$ cat src/rtl/irq_ctrl_n.sv
// rtl/irq_ctrl_n.sv - interrupt controller: pending/enable/claim regs, one-at-a-time delivery FSM
// Optional IRQ_EDGE_EN adds the MODE register and per-source edge detection.
module irq_ctrl_n #(
  parameter int N_SRC     = 8,
  parameter int TIMER_SRC = 0
) (
  input  logic             clk,
  input  logic             rst,
  input  logic [N_SRC-1:0] irq_src,
  output logic             interrupt,
  output logic             int_istimer,
  input  logic             int_reply,
  input  logic [2:0]       a,
  input  logic [31:0]      d,
  input  logic             we,
  output logic [31:0]      spo
);

  typedef enum logic [1:0] {
    S_IDLE   = 2'd0,
    S_ASSERT = 2'd1,
    S_GAP    = 2'd2
  } state_t;

  state_t           state, state_next;
  logic [N_SRC-1:0] pending, enable, set_vec, clr_vec, ack_vec, pend_en;
  logic [N_SRC-1:0] mode_q;
  logic [4:0]       id, low_id;
  logic             claim_valid;
  logic             ack;
  logic [31:0]      unused_d;

  assign unused_d = d;
  assign pend_en  = pending & enable;
  assign ack      = (state == S_ASSERT) && int_reply;

`ifdef IRQ_EDGE_EN
  logic [N_SRC-1:0] mode, hist;

  always_ff @(posedge clk) begin
    if (rst) begin
      mode <= '0;
      hist <= '0;
    end else begin
      hist <= irq_src;
      if (we && a == 3'd3) mode <= d[N_SRC-1:0];
    end
  end

  // Edge-mode sources set only on a 0->1 transition of the raw input.
  assign set_vec = (irq_src & ~mode) | (irq_src & mode & ~hist);
  assign mode_q  = mode;
`else
  assign set_vec = irq_src;
  assign mode_q  = '0;
`endif

  always_comb begin
    ack_vec = '0;
    low_id  = '0;
    for (int i = N_SRC - 1; i >= 0; i--) begin
      ack_vec[i] = ack && (id == i[4:0]);
      if (pend_en[i]) low_id = i[4:0];
    end
  end

  assign clr_vec = ((we && a == 3'd0) ? d[N_SRC-1:0] : '0) | ack_vec;

  // Set wins over a simultaneous W1C or acknowledge on the same bit.
  always_ff @(posedge clk) begin
    if (rst) begin
      pending <= '0;
      enable  <= '0;
    end else begin
      pending <= (pending & ~clr_vec) | set_vec;
      if (we && a == 3'd1) enable <= d[N_SRC-1:0];
    end
  end

  always_ff @(posedge clk) begin
    if (rst) begin
      id          <= '0;
      claim_valid <= 1'b0;
    end else if (state == S_IDLE && pend_en != '0) begin
      id          <= low_id;
      claim_valid <= 1'b1;
    end else if (ack) begin
      claim_valid <= 1'b0;
    end
  end

  always_ff @(posedge clk) begin
    if (rst) state <= S_IDLE;
    else     state <= state_next;
  end

  always_comb begin
    state_next = state;
    case (state)
      S_IDLE:   if (pend_en != '0) state_next = S_ASSERT;
      S_ASSERT: if (int_reply)     state_next = S_GAP;
      S_GAP:                       state_next = S_IDLE;
      default:                     state_next = S_IDLE;
    endcase
  end

  // Once asserted, the request holds until acknowledged regardless of software changes.
  always_comb begin
    interrupt   = 1'b0;
    int_istimer = 1'b0;
    if (state == S_ASSERT) begin
      interrupt   = 1'b1;
      int_istimer = (id == TIMER_SRC[4:0]);
    end
  end

  always_comb begin
    spo = '0;
    case (a)
      3'd0:    spo = 32'(pending);
      3'd1:    spo = 32'(enable);
      3'd2:    spo = {claim_valid, 26'd0, id};
      3'd3:    spo = 32'(mode_q);
      3'd4:    spo = 32'(irq_src);
      default: spo = '0;
    endcase
  end

endmodule

$ cat config.mk
export PLATFORM = sky130hd
export DESIGN_NAME = irq_ctrl_n
export DESIGN_NICKNAME = d
export VERILOG_FILES = /design/src/rtl/irq_ctrl_n.sv
export SDC_FILE = /design/constraint.sdc
export NUM_CORES = 1
export LEC_CHECK = 0
export BUFFER_PORTS_ARGS = -buffer_cell sky130_fd_sc_hd__clkbuf_2
export CELL_PAD_IN_SITES_DETAIL_PLACEMENT = 0
export CELL_PAD_IN_SITES_GLOBAL_PLACEMENT = 2
export CORE_MARGIN = 4
export CORE_UTILIZATION = 23
export DETAILED_ROUTE_END_ITERATION = 16
export GPL_ROUTABILITY_DRIVEN = 1
export GPL_TIMING_DRIVEN = 0
export MAX_ROUTING_LAYER = met4
export PLACE_DENSITY_LB_ADDON = 0.25
export SKIP_LAST_GASP = 1
export SLEW_MARGIN = 40
export SYNTH_ARGS = -nofsm -noshare
export SYNTH_HDL_FRONTEND = slang
export SYNTH_SLANG_ARGS = --single-unit
$ cat constraint.sdc
create_clock -name clk -period 1.7 [get_ports clk]
set_input_delay 0.425 -clock clk [delete_from_list [all_inputs] [get_ports clk]]
set_output_delay 0.425 -clock clk [all_outputs]
set_load 0.1 [all_outputs]
==> results of run 1 <==
-- cell usage in the layout, fill, tap and decap left out, types with 2 or more instances in the layout --
cell type / synthesis / layout
buf_4: 23 / 32
nor2_1: 33 / 24
conb_1: 1 / 23
clkbuf_2: 0 / 20
dfxtp_1: 22 / 18
mux2i_1: 16 / 16
a21oi_1: 20 / 12
clkbuf_16: 0 / 12
a22oi_1: 10 / 10
nand2_1: 14 / 10
a21oi_2: 0 / 8
nor2_4: 0 / 7
nand2_2: 0 / 4
nor2b_4: 0 / 3
o21ai_4: 0 / 3
a32oi_1: 3 / 3
clkbuf_8: 0 / 3
dfxtp_2: 0 / 3
buf_8: 0 / 2
nor2_2: 0 / 2
and4bb_2: 2 / 2
nand2b_1: 2 / 2
nor2b_1: 5 / 2
-- sequential cells by signal, indices dropped and copies added, names as in the netlist --
register,flops
id,3
claim_valid,1
enable,8
pending,8
state,2
-- cells by family after synthesis --
| logic type | Yosys count | synth area share (%) |
|---|---|---|
| multiplexers | 16 | 11.4 |
| AO/OA/AOI/OAI | 42 | 18.7 |
| AND/OR/NAND/NOR | 64 | 22.6 |
| buffers and inverters | 29 | 15.7 |
| flip-flops | 22 | 31.3 |
| other | 1 | 0.267 |
-- stage by stage --
stage / area (um^2) / std cells / TNS [ns]
6_report: 2340 / 318 / -0.947
3_5_place_dp: 1880 / 304 / -4.83
5_1_grt: 2340 / 318 / -1.43
4_1_cts: 2310 / 315 / -1.13
2_1_floorplan: 1620 / 196 / -0.634
3_3_place_gp: 1880 / 304 / -4.88
-- cell type report --
cell class | instances | area (um^2) | share of cell area, %
multi-input combinational | 145 | 995 | 42.5
timing repair buffer | 44 | 514 | 22.0
sequential | 22 | 448 | 19.1
buffer | 29 | 249 | 10.6
tap | 75 | 93.8 | 4.01
clock buffer | 3 | 41.3 | 1.76
-- per-layer routing --
metal  share of wire (%)  track usage (%)
met4                0.52             2.45
met5                   0                -
met2                  46             19.5
met3                 6.2             3.07
met1                  48             16.9
-- tightest hold or removal path: cells and delay by family --
| kind | cells | cell delay (ns) |
|---|---|---|
| buffers and inverters | 1 | 0.09 |
| AND/OR/NAND/NOR | 1 | 0.06 |
| AO/OA/AOI/OAI | 1 | 0.04 |
-- power by group through the flow --
stage | clock, uW | combinational (uW) | sequential, uW
floorplan | 0 | 478 | 568
global placement | 0 | 554 | 576
detailed placement | 0 | 554 | 576
CTS | 339 | 645 | 565
global route | 365 | 684 | 568
finish | 325 | 652 | 564
-- worst paths after layout --
check,end,slack (ns),cells after the start
worst max-delay path,spo[6],-0.15,8
worst min-delay path,pending[7]$_SDFF_PP0_,0.39,3
worst max register to register,state[0]$_SDFFE_PP0P_,0.34,4
worst min register to register,claim_valid$_SDFFE_PP0P_,0.47,2
-- repair_timing --
item | CTS | global route
cloned | 1 | 0
buffers inserted | 7 | 3
pin swaps | 11 | 7
endpoints found under the setup margin | 11 | 21
resized for setup | 55 | 7
==> reports/results.tsv, run 1 <==
metric	value	unit
status	finished with violations	
violations	negative setup slack	
die_w	86.2	um
layout-drive-gt1-share	45.7	%
yosys.area.top_type	dfxtp_1	
htreeDepth	1	
grt_usage	12.7	%
setup_ws	-0.146	ns
root_buffer	clkbuf_8	
end_kind	output port	
nNetsFinal	292	
fin_crit	1.85	ns
async_reset_ff_share	0	%
syn_area_per_cell	8.08	um^2
cts.clk_slew.worst_paths	0.08	ns
synth.most_common_cell	nor2_1	
fp.dieH	86.2	um
grt_pass1_vias	1341	
fin_skew	0.00313	ns
r2r_start	pending[3]$_SDFF_PP0_	
netlist_area	0.00141	mm^2
cp_top_family	buffers and inverters	
grt_pass1_wl	7130	um
cts_sinks	22	
slew-limit-headroom	66.2	%
antenna_found_initial	0	
drt-initial-drc-count	60	
slowest_stage	clkbuf_16	
grt_max_degree	12	
viasPerCell	4.30	
place_ws	-0.523	ns
drc	0	
utilization	39.5	%
p_total	1540	uW
die-area	0.00742	mm^2
crit_fanout	4	
fin_crit_sh	109	%
p_leak	0.00103	uW
yosys_most_used_dff	dfxtp_1	
p_sw_share	41.3	%
synth.top_cell.area_share	31.3	%
start_util	23.7	%
whs	0.386	ns
startpoint_type	input port	
synth-seq-cells	22	
routedWlPerCell	14.0	um
hold_viol	0	
pwr-share-clk	21.1	%
fillers	630	
seqPwrFrac	36.6	%
synthCells	174	
synth_commonest_cells	33 x nor2_1, 23 x buf_4, 22 x dfxtp_1, 20 x a21oi_1, 16 x mux2i_1	
net-switching-power	637	uW
drtAntennaViolNets	0	
cts_inserted_buffers	3	
worst_pin_slew	0.495	ns
pwr-share-comb	42.3	%
drt-total-wl	4450	um
cts_tree	yes	
internal-power	904	uW
synth_edf_count	0	
worstSkewPairLatency	0.26	ns
critical_path_buf_inv_count	4	
grt_setup_unrepaired	true	
synth_area_leaders	dfxtp_1 31%, buf_4 12%, mux2i_1 11%, nor2_1 8.8%, a21oi_1 7.1%	
cp.arrival	1.42	ns
finalSetupViolCount	9	
vias	1368	
cts.path.max_buffers	2	
startpoint	a[2]	
area_growth	66.6	%
cap_violations	0	
hp-class	input port to flop	
gp_congestion	0.719	
cellPowerDensity	658	mW/mm^2
ys_seq_area_share	31.3	%
crit_chain	clkbuf_16, buf_16, buf_6, mux2i_1, nor2_1, a21oi_2, nor2_4, clkbuf_16	
path_class	input port to output port	
crit_top_cell	clkbuf_16	
ir_worst_vdd	0.315	mV
grt.overflow.total	0	
slew_viol_final	0	
hp-start	irq_src[7]	
diodes	0	
hpwl	3260	um
ioPinCount	81	
first_pass_iters	4	
fmax	542	MHz
worst_ep_required_time	1.27	ns
hold_buffers	0	
core_area	0.00592	mm^2
numPortBuffers	33	
synth_warnings	0	
yosysUniqueCellTypes	30	
row_count	28	
crit_path_max_incr_delay	0.20	ns
Note: power is estimated with default switching activity, not from simulation.
==> run 2, diff against run 1 <==
==> constraint.sdc (replaced) <==
create_clock -name clk -period 1.7 [get_ports clk]
set_input_delay 0 -clock clk [delete_from_list [all_inputs] [get_ports clk]]
set_output_delay 0 -clock clk [all_outputs]
set_load 0.1 [all_outputs]
==> run 2 against run 1 <==
The flow now finishes without violations. Die area is the same. Clock power rose by 16%. Utilization is 6.3 points lower. Final cell count grew 0.94%. Clock-buffer cell count increased by 1. Maximum frequency grew 18%. Critical path type is now flop to output port. Critical endpoint is now int_istimer. Largest power group is now registers.
==> reports/results.tsv, run 2 (same netlist as run 1, synthesis figures left out) <==
metric	value	unit
drt-initial-drc-count	56	
cap_violations	0	
worstSkewPairLatency	0.26	ns
post_cts_buffers	0	
die-area	0.00742	mm^2
ir_worst_vdd	0.243	mV
drtAntennaViolNets	0	
fin_crit	1.56	ns
finalSetupViolCount	0	
core_area	0.00592	mm^2
worst_pin_slew	0.544	ns
crit_path_max_incr_delay	0.45	ns
p_leak	0.000908	uW
slew-limit-headroom	63.6	%
fmax	642	MHz
cellPowerDensity	755	mW/mm^2
drc	0	
hp-class	input port to flop	
first_pass_iters	4	
fp.dieH	86.2	um
path_class	flop to output port	
routedWlPerCell	12.5	um
start_util	23.7	%
fin_crit_sh	91.6	%
end_kind	output port	
pwr-share-clk	25.3	%
hold_viol	0	
internal-power	882	uW
grt_pass1_vias	1312	
cts_inserted_buffers	3	
die_w	86.2	um
root_buffer	clkbuf_8	
row_count	28	
layout.cells.non_filler	321	
hpwl	3200	um
seqPwrFrac	37.8	%
grt_usage	11.5	%
startpoint_type	flop	
top_regs	enable (8), pending (8), id (3)	
ioPinCount	81	
area_growth	40.2	%
grt_max_degree	13	
antenna_found_initial	0	
r2r_start	pending[3]$_SDFF_PP0_	
final_common_cell	clkbuf_2	
layout_common_cells	33 x clkbuf_2, 27 x nor2_1, 23 x buf_4, 23 x conb_1, 22 x dfxtp_1	
grt.overflow.total	0	
status	complete, no violations	
vias	1353	
cts.path.max_buffers	2	
gp_congestion	0.779	
htreeDepth	1	
cts_tree	yes	
cts_sinks	22	
diodes	0	
worst_ep_required_time	1.70	ns
fin_skew	0.00179	ns
grt_setup_unrepaired	false	
drt-total-wl	4030	um
nNetsFinal	294	
p_sw_share	40.7	%
net-switching-power	606	uW
pwr-share-comb	36.9	%
hp-start	d[4]	
grt_pass1_wl	6600	um
numPortBuffers	33	
slew_viol_final	0	
cts.clk_slew.worst_paths	0.08	ns
whs	0.00103	ns
crit_fanout	7	
slowest_stage	clkbuf_2	
cp.arrival	1.56	ns
fillers	656	
dp_cells	304	
viasPerCell	4.21	
layout-drive-gt1-share	32.1	%
startpoint	id[2]$_SDFFE_PP0P_	
crit_chain	nor2_1, nand2_1, nor2_2, clkbuf_2	
run 2: changes by cell type in the layout (fill, tap and decap cells not counted), moves of 8 or more:
cell	previous run	this run
dlygate4sd3_1	0	13
clkbuf_16	12	0
a21oi_1	12	20
a21oi_2	8	0
buf_4	32	23
clkbuf_2	20	33
run 2: layer usage:
layer / wire, um / GRT usage (%)
met5: 0 / -
met4: 46 / 3.02
met3: 181 / 1.92
met2: 1780 / 17.6
met1: 2020 / 15.7
run 2: power groups by stage:
stage | Sequential, uW | Clock, uW | Combinational (uW)
CTS | 563 | 387 | 551
floorplan | 567 | 0 | 455
global route | 567 | 413 | 581
global placement | 575 | 0 | 528
finish | 562 | 376 | 550
detailed placement | 575 | 0 | 527
run 2: metrics by stage:
step / setup TNS [ns] / setup slack [ns] / instance area (um^2) / utilization [%] / power [uW]
CTS: 0 / 0.126 / 1970 / 33.2 / 1500
global placement: 0 / 0.125 / 1780 / 30.1 / 1100
detailed placement: 0 / 0.130 / 1780 / 30.1 / 1100
finish: 0 / 0.142 / 1970 / 33.3 / 1490
floorplan: -0.164 / -0.164 / 1520 / - / 1020
global route: 0 / 0.0172 / 1970 / 33.3 / 1560
run 2: area by class of cell:
cell class	instances	area (um^2)	area share (%)
Buffer	29	220	11.2
Tap cell	75	93.8	4.76
Sequential cell	22	440	22.3
Timing Repair Buffer	46	295	15.0
Multi-Input combinational cell	145	866	43.9
Clock buffer	4	55.1	2.79
run 2: worst paths after layout:
| kind | endpoint | slack [ns] | cells after the start |
|---|---|---|---|
| hold reg to reg | claim_valid$_SDFFE_PP0P_ | 0.45 | 2 |
| setup reg to reg | state[0]$_SDFFE_PP0P_ | 0.20 | 4 |
| hold / removal | enable[4]$_SDFFE_PP0P_ | 0.001 | 3 |
| setup / recovery | int_istimer | 0.14 | 4 |
run 2: critical path: cells and delay by family (launching register included):
family / cells / cell delay, ns
buffers and inverters: 1 / 0.45
AND/OR/NAND/NOR: 3 / 0.45
flip-flops: 1 / 0.39
run 2: repair_timing:
item                                    4_1_cts  5_1_grt
endpoints found under the setup margin        0        1
resized for setup                             0        1
hold buffers                                 13        0
endpoints found under the hold margin        13        0
==> run 3, diff against run 2 <==
--- a/config.mk
+++ b/config.mk
@@ -10,11 +10,13 @@
 export CELL_PAD_IN_SITES_GLOBAL_PLACEMENT = 2
 export CORE_MARGIN = 4
 export CORE_UTILIZATION = 23
+export CTS_BUF_LIST = sky130_fd_sc_hd__clkbuf_8
 export DETAILED_ROUTE_END_ITERATION = 16
 export GPL_ROUTABILITY_DRIVEN = 1
 export GPL_TIMING_DRIVEN = 0
 export MAX_ROUTING_LAYER = met4
 export PLACE_DENSITY_LB_ADDON = 0.25
+export RECOVER_POWER = 100
 export SKIP_LAST_GASP = 1
 export SLEW_MARGIN = 40
 export SYNTH_ARGS = -nofsm -noshare
==> run 3 against run 2 <==
Clock skew up 0.00063 ns. Largest power group unchanged. Setup slack worse by 0.011 ns. The run now ends with negative hold slack left. Register-to-register slack worse by 0.02 ns. Die area unchanged. First-iteration DRC count down 11%. Final cell count unchanged. Final area down 0.70%. Routed wire length up 0.30%. Global-route usage unchanged. Power about the same. Clock power about the same.
==> reports/results.tsv, run 3 (same netlist as run 1, synthesis figures left out) <==
metric	value	unit
status	finished with violations	
violations	negative hold slack	
grt_pass1_vias	1312	
cts_inserted_buffers	3	
ioPinCount	81	
htreeDepth	1	
antenna_found_initial	0	
routedWlPerCell	12.6	um
whs	-0.000414	ns
root_buffer	clkbuf_8	
cts_sinks	22	
post_cts_buffers	0	
grt_pass1_wl	6600	um
hpwl	3200	um
final_common_cell	clkbuf_2	
area_growth	39.3	%
hold_viol	1	
hp-class	input port to flop	
cts.path.max_buffers	2	
cellPowerDensity	760	mW/mm^2
r2r_start	pending[3]$_SDFF_PP0_	
row_count	28	
layout-drive-gt1-share	30.9	%
crit_fanout	7	
grt_use_met2	17.6	%
reg2reg_slack	0.18	ns
startpoint_type	flop	
fin_crit	1.57	ns
drt-total-wl	4040	um
utilization	33.1	%
worst_ep_required_time	1.70	ns
r2r_end	state[0]$_SDFFE_PP0P_	
grt.overflow.total	0	
worst_pin_slew	0.543	ns
cap_violations	0	
diodes	0	
finalSetupViolCount	0	
crit_end	int_istimer	
numPortBuffers	33	
worstSkewPairLatency	0.26	ns
die-area	0.00742	mm^2
fin_crit_sh	92.3	%
setup_ws	0.131	ns
fin_area	0.00196	mm^2
cp.arrival	1.57	ns
gr-usage-met3	1.92	%
gp_congestion	0.779	
top_usage_layer	met2	
top_regs	enable (8), pending (8), id (3)	
fmax	637	MHz
place_area	0.00178	mm^2
cts_tree	yes	
p_leak	0.000893	uW
core_area	0.00592	mm^2
fp.dieH	86.2	um
dp_cells	304	
end_kind	output port	
ir_worst_vdd	0.244	mV
viasPerCell	4.27	
nNetsFinal	294	
start_util	23.7	%
place_ws	0.130	ns
drt-initial-drc-count	50	
slew_viol_final	0	
reg2reg_depth	4	
die_w	86.2	um
drc	0	
startpoint	id[2]$_SDFFE_PP0P_	
path_class	flop to output port	
vias	1371	
grt_max_degree	13	
drtAntennaViolNets	0	
cts.clk_slew.worst_paths	0.08	ns
p_total	1490	uW
fillers	661	
grt_setup_unrepaired	false	
slew-limit-headroom	63.7	%
first_pass_iters	4	
layout_common_cells	32 x clkbuf_2, 27 x nor2_1, 23 x buf_4, 23 x conb_1, 22 x dfxtp_1	
use_met1	15.7	%
fin_skew	0.00241	ns
grt_usage	11.5	%
layout.cells.non_filler	321	
run 3: changes by cell type in the layout (fill, tap and decap cells not counted), sizes merged:
cell | before | now
clkbuf | 37 | 38
dlygate4sd1 | 1 | 0
dlygate4sd2 | 0 | 1
dlymetal6s2s | 1 | 0
run 3: repair_timing:
action / in CTS / in global routing
setup endpoints to repair: 0 / 1
gates resized for setup: 0 / 1
hold buffers: 13 / 0
hold endpoints to repair: 13 / 0
run 3: how the worst min path moves through the flow:
stage                from                endpoint  slack [ns]  cells past startpoint
2_1_floorplan         rst      id[1]$_SDFFE_PP0P_        0.08                      1
4_1_cts              d[4]  enable[4]$_SDFFE_PP0P_       0.003                      3
5_1_grt              d[4]  enable[4]$_SDFFE_PP0P_        0.01                      3
6_report             d[4]  enable[4]$_SDFFE_PP0P_     -0.0004                      3
3_3_place_gp   irq_src[6]   pending[6]$_SDFF_PP0_        0.23                      3
3_5_place_dp   irq_src[6]   pending[6]$_SDFF_PP0_        0.24                      3
run 3: final cells by class:
class | count | area (um^2) | share of cell area (%)
repair buffers | 46 | 294 | 15.0
flip-flops and latches | 22 | 440 | 22.5
well taps | 75 | 93.8 | 4.80
multi-input cells | 145 | 862 | 44.1
plain buffers | 29 | 211 | 10.8
clock buffers | 4 | 55.1 | 2.81
run 3: where the power goes:
part | switching [uW] | internal (uW)
clock | 171 | 206
sequential | 24.2 | 538
combinational | 412 | 135
total | 607 | 880
run 3: metal layers:
layer  vias to the layer above  wire length, um
met2                        35             1790
met5                         -                0
met4                         0               46
met3                         4              183
li1                        721                -
met1                       611             2020
run 3: stage by stage:
step / hold WS (ns) / TNS, ns
2_1_floorplan: 0.0793 / -0.164
3_3_place_gp: 0.232 / 0
3_5_place_dp: 0.235 / 0
4_1_cts: 0.00339 / 0
5_1_grt: 0.0139 / 0
6_report: -0.000414 / 0
run 3: critical path: stages, from the launching register on:
cell      delay [ns]
dfxtp_1         0.39
nor2_1          0.28
nand2_1         0.10
nor2_2          0.08
clkbuf_2        0.45
